[config.mk]
export PLATFORM = sky130hd
export DESIGN_NAME = logic_unit_pipe
export DESIGN_NICKNAME = d
export VERILOG_FILES = /design/src/rtl/logic_unit_pipe.sv
export SDC_FILE = /design/constraint.sdc
export NUM_CORES = 1
export LEC_CHECK = 0
export CORE_MARGIN = 1.5
export CORE_UTILIZATION = 40
export CTS_CLUSTER_DIAMETER = 30
export DETAILED_ROUTE_END_ITERATION = 12
export PLACE_DENSITY = 0.7
export SYNTH_ARGS = -nofsm -noshare
export SYNTH_HDL_FRONTEND = slang
export SYNTH_SLANG_ARGS = --single-unit
[constraint.sdc]
create_clock -name clk -period 2.3 [get_ports clk]
set_input_delay 0.23 -clock clk [delete_from_list [all_inputs] [get_ports clk]]
set_output_delay 0.23 -clock clk [all_outputs]
set_load 0.03 [all_outputs]
[src/rtl/logic_unit_pipe.sv]
// One-stage bitwise logic unit with valid/ready handshake, result flags and beat counter.
// Optional accumulator operand source is compiled in with LOGIC_UNIT_ACC_EN.
module logic_unit_pipe #(
    parameter int WIDTH = 8,
    parameter int CNT_W = 8
) (
    input  logic             clk,
    input  logic             reset,
    input  logic             in_valid,
    output logic             in_ready,
    input  logic [2:0]       op,
    input  logic             use_acc,
    input  logic [WIDTH-1:0] a,
    input  logic [WIDTH-1:0] b,
    output logic             out_valid,
    input  logic             out_ready,
    output logic [WIDTH-1:0] y,
    output logic             zero,
    output logic             parity,
    output logic [CNT_W-1:0] txn_cnt
);

    logic             accept;
    logic [WIDTH-1:0] b_eff;
    logic [WIDTH-1:0] result;

    // The result register frees up in the same cycle it is drained.
    assign in_ready = !out_valid || out_ready;
    assign accept   = in_valid && in_ready;

`ifdef LOGIC_UNIT_ACC_EN
    logic [WIDTH-1:0] acc;

    assign b_eff = use_acc ? acc : b;

    always_ff @(posedge clk) begin
        if (reset) begin
            acc <= '0;
        end else if (accept) begin
            acc <= result;
        end
    end
`else
    logic unused_use_acc;

    assign unused_use_acc = use_acc;
    assign b_eff          = b;
`endif

    always_comb begin
        result = a;
        case (op)
            3'b000: result = ~a;
            3'b001: result = a & b_eff;
            3'b010: result = a | b_eff;
            3'b011: result = a ^ b_eff;
            3'b100: result = ~(a & b_eff);
            3'b101: result = ~(a | b_eff);
            3'b110: result = ~(a ^ b_eff);
            default: result = a;
        endcase
    end

    always_ff @(posedge clk) begin
        if (reset) begin
            out_valid <= 1'b0;
            y         <= '0;
            zero      <= 1'b1;
            parity    <= 1'b0;
            txn_cnt   <= '0;
        end else if (accept) begin
            out_valid <= 1'b1;
            y         <= result;
            zero      <= (result == '0);
            parity    <= ^result;
            txn_cnt   <= txn_cnt + CNT_W'(1);
        end else if (out_ready) begin
            out_valid <= 1'b0;
        end
    end

endmodule

### After elaboration in Yosys (flattened, before gate mapping)

Cells that the tools add are included.
W data, S select, Z words.

| cells by class | value |
|---|---|
| eq/ne operators | 6 |
| multiplexer cells | 3 |
| add/subtract/negate cells | 1 |
| reduce and logical (&&, ||, !) cells | 7 |
| bitwise logic cells | 7 |

Operator list:

| kind | number |
|---|---|
| $pmux W8 S7 | 1 |
| $not A8 Y8 | 4 |
| $eq A3 B3 Y1 const B | 3 |
| $add A8 B1 Y8 const B | 1 |
| $and A8 B8 Y8 | 1 |
| $logic_not A8 Y1 | 1 |
| $or A8 B8 Y8 | 1 |
| $reduce_xor A8 Y1 | 1 |
| $xor A8 B8 Y8 | 1 |
| $eq A3 B2 Y1 const B | 2 |
| $eq A3 B1 Y1 const B | 1 |
| $logic_not A3 Y1 | 1 |
| $mux W1 | 2 |
| $reduce_bool A2 Y1 | 1 |
| $logic_and A1 B1 Y1 | 1 |
| $logic_not A1 Y1 | 1 |
| $logic_or A1 B1 Y1 | 1 |

| word-level totals | value |
|---|---|
| register bits | 19 |
| output and inout port bits | 20 |
| bits of input ports | 24 |

### Depth between registers and ports, before layout

| depth | value |
|---|---|
| word-level depth | 4 |
| mapped depth | 10 |

### Least setup slack after synthesis

Ideal clock, no wire load.

| timing | value |
|---|---|
| path type | input to register |
| start point | input a[2] |
| end point | register parity |
| setup time | 86 ps |
| data required time | 2214 ps |
| data arrival time | 1945 ps |
| cell stages on the path | 9 |
| setup slack | 270 ps |
| cells stage by stage | inv_1 -> ha_1 -> mux4_2 -> nor2_1 -> o22ai_1 -> ha_1 -> xnor2_1 -> xnor2_1 -> a211oi_1 |

| on the way | value |
|---|---|
| word-level cells in the longest chain between the ends | 4 |
| elaborated cells on any way between the ends | 9 |

Ends and longest elaborated chain:

| what | line | text |
|---|---|---|
| start, declared | 13 | `input logic [WIDTH-1:0] a,` |
| $xor A8 B8 Y8 (tied with other cells) | 56, 59 |  |
| $not A8 Y8 (on tied branches) | 59, 57, 58 |  |
| $pmux W8 S7 (*) | 52 | `case (op)` |
| $reduce_xor A8 Y1 (*) | 75 | `parity <= ^result;` |
| end signal, assigned | 75 |  |
| end, declared | 19 | `output logic parity,` |

Every way passes the cells marked *; elsewhere a longest branch is shown, timed or not.
A chain may end at the register's enable or synchronous reset.

### Final worst setup path

| timing | value |
|---|---|
| start point | input op[2] |
| end point | register parity |

| on the way | value |
|---|---|
| word-level cells in the longest chain between the ends | 3 |
| elaborated cells on any way between the ends | 9 |

Ends and longest elaborated chain:

| what | line | text |
|---|---|---|
| start, declared | 11 | `input logic [2:0] op,` |
| $eq A3 B3 Y1 (tied with other cells) | 52 |  |
| $pmux W8 S7 (*) | 52 |  |
| $reduce_xor A8 Y1 (*) | 75 |  |

Marked as above.

==> reports/qor.txt <==
Pwr Density - 424 nW/um^2
die height - 68.5 um
drt wl/cell - 12.8 um
GP Congestion - 0.746
initial antenna violation count - 0
Synth area leader - dfxtp_1
worst skew pair latency - 0.25 ns
top-count cell post-synth - ha_1
max-slew violations - 0
global-route wire length before repair - 7410 um
Setup crit start kind - primary input
worst slew pin tran - 0.478 ns
placed cells - 342
EDFF count, synth - 0
max_slew headroom - 68.1%
Num CTS Buffers - 3
total grt overflow - 0
Hold Crit Class - reg2reg
status - complete, no violations
layout cells sized above 1 - 29.7%
fin crit share - 96.3%
vias - 1851
Synth async-reset ratio - 0%
synth top area cells - dfxtp_1 (22%), ha_1 (15%), inv_1 (4.2%)
row count - 23
sequential-to-total area share from yosys stat - 22.2%
final WL - 4520 um
P_leak - 1.26 nW
IO Pins - 44
Core Region - 4060 um^2
CP Max Fanout - 10
Non-Filler Instances - 353
Post-synth top flop - dfxtp_1
post-layout min period - 2.21 ns
Synth top area share - 22.2%
worst slack at placement - -0.404 ns
All-Layer GR Usage - 20.1%
Yosys reg bits - 19
Die X - 68.5 um
Hold Violations, Final - 0
setup ws final - 0.0856 ns
Cell variety after synth - 49
number of buffers inserted by port buffering - 42
largest net degree at the start of global routing - 16
Required @ worst endpoint - 2.48 ns
CTS Sinks - 19
drt via density - 5.24
critical path class - in2reg
detailed placement HPWL - 3380 um
Max IR drop VDD - 292 uV
Mapped Avg Cell Area - 8.09 um^2
maxcap violations - 0
final setup fails - 0
nets - 349
worst path arrival time - 2.39 ns
synthesized cell area - 1710 um^2
Syn Inst Count - 212
Clk Tree Root Cell - clkbuf_8
H-tree Lvls - 1
fmax - 0.452 GHz
Crit. End Element - flip-flop
Worst-path clk slew - 0.07 ns
drt pass-1 iters - 4
Ys Warns - 0
Synth-to-Final Area Change - 61.0%
skew final - 0.00422 ns
vias in the first global route - 1791
CTS tree - built
most frequent cells after synthesis - ha_1 (21), dfxtp_1 (19), inv_1 (19)
area of the die - 4690 um^2
DRC Markers - 0
# hold bufs at CTS - 0
antenna cells - 0
syn_nets - 257
Initial Utilization - 42.2%
maximum root-to-sink buffer count - 2
Initial DRC Count - 80
ANT nets after route - 0
worst max-delay path: stages:
cell and delay [ns]:
clkdlybuf4s50_1 0.39, buf_4 0.17, buf_4 0.16, mux2i_1 0.13, o31ai_1 0.10, a221o_1 0.37, o21ai_2 0.11, ha_4 0.24
xnor2_2 0.14, xnor2_1 0.14, a211oi_2 0.21
registers in the layout (all words and copies together), names as in the netlist:
| name | count |
|---|---|
| txn_cnt | 8 |
| y | 8 |
| out_valid | 1 |
| parity | 1 |
| zero | 1 |
metrics by stage:
step	hold WS, ns	instance area, um^2	power (mW)	setup TNS (ns)	util [%]
6_report	0.491	2760	1.17	0	68.0
5_1_grt	0.524	2760	1.25	-0.0432	68.0
4_1_cts	0.494	2630	1.12	0	64.7
3_5_place_dp	0.484	2500	0.853	-0.453	61.7
3_3_place_gp	0.476	2500	0.842	-0.305	61.7
2_1_floorplan	0.359	1710	0.642	0	-
routing by layer:
metal / vias to the layer above / GRT usage [%] / share of wire (%)
li1: 943 / - / -
met2: 36 / 38.0 / 52
met5: - / 0 / 0
met4: 0 / 2.25 / 0.84
met1: 868 / 23.9 / 43
met3: 4 / 3.62 / 3.7
kinds of logic (layout without fill, tap and decap cells):
logic type / Yosys count / count (layout) / synth area share (%)
compound gates: 55 / 55 / 24.5
xor+xnor: 7 / 7 / 3.58
fa+ha+maj: 21 / 21 / 15.3
buf+inv: 33 / 124 / 9.05
flops: 19 / 19 / 22.2
mux: 8 / 8 / 5.55
simple gates: 69 / 69 / 19.8
path summary, 6_finish.rpt:
check        slack (ns)  depth (start not counted)      to      start
max                0.09                         11  parity      op[2]
min                0.49                          2    y[2]       y[2]
max reg2reg        0.93                          4    y[0]  out_valid
min reg2reg        0.49                          2    y[2]       y[2]
where the power goes:
group	internal (mW)	switching (mW)	leakage, nW
logic	0.310	0.267	1.08
clock network	0.123	0.104	0.0228
registers	0.352	0.0151	0.156
repair_timing:
item | CTS | global route
endpoints found under the setup margin | 1 | 1
setup buffers | 5 | 2
pin swaps | 11 | 13
resized for setup | 14 | 20
cells in the final DEF, fill, tap and decap left out, drive strengths merged, types with 2 or more instances in the layout:
cell type,netlist,final
nand4,4,4
and3,5,5
nor2,14,14
inv,21,21
buf,9,56
ha,21,21
mux2,2,2
dlymetal6s2s,0,6
nand2b,9,9
dfxtp,19,19
a211oi,4,4
a32oi,2,2
nor2b,2,2
o211ai,3,3
mux2i,5,5
and2,2,2
clkbuf,2,4
a32o,2,2
a31o,4,4
a21oi,10,10
or3,2,2
xor2,3,3
a22oi,2,2
clkdlybuf4s50,0,31
o221ai,3,3
dlygate4sd2,0,5
a221o,2,2
nand3,7,7
xnor2,4,4
o31ai,6,6
o21ai,8,8
o32a,2,2
nand2,18,18
nor3,4,4
area by class of cell:
cell class	count	area, um^2
Multi-Input combinational cell	160	1330
Fill cell	327	1300
Timing Repair Buffer	98	862
Sequential cell	19	380
Inverter	22	82.6
Tap cell	50	62.6
Clock buffer	4	45.0
(Power assumes the default switching activity.)
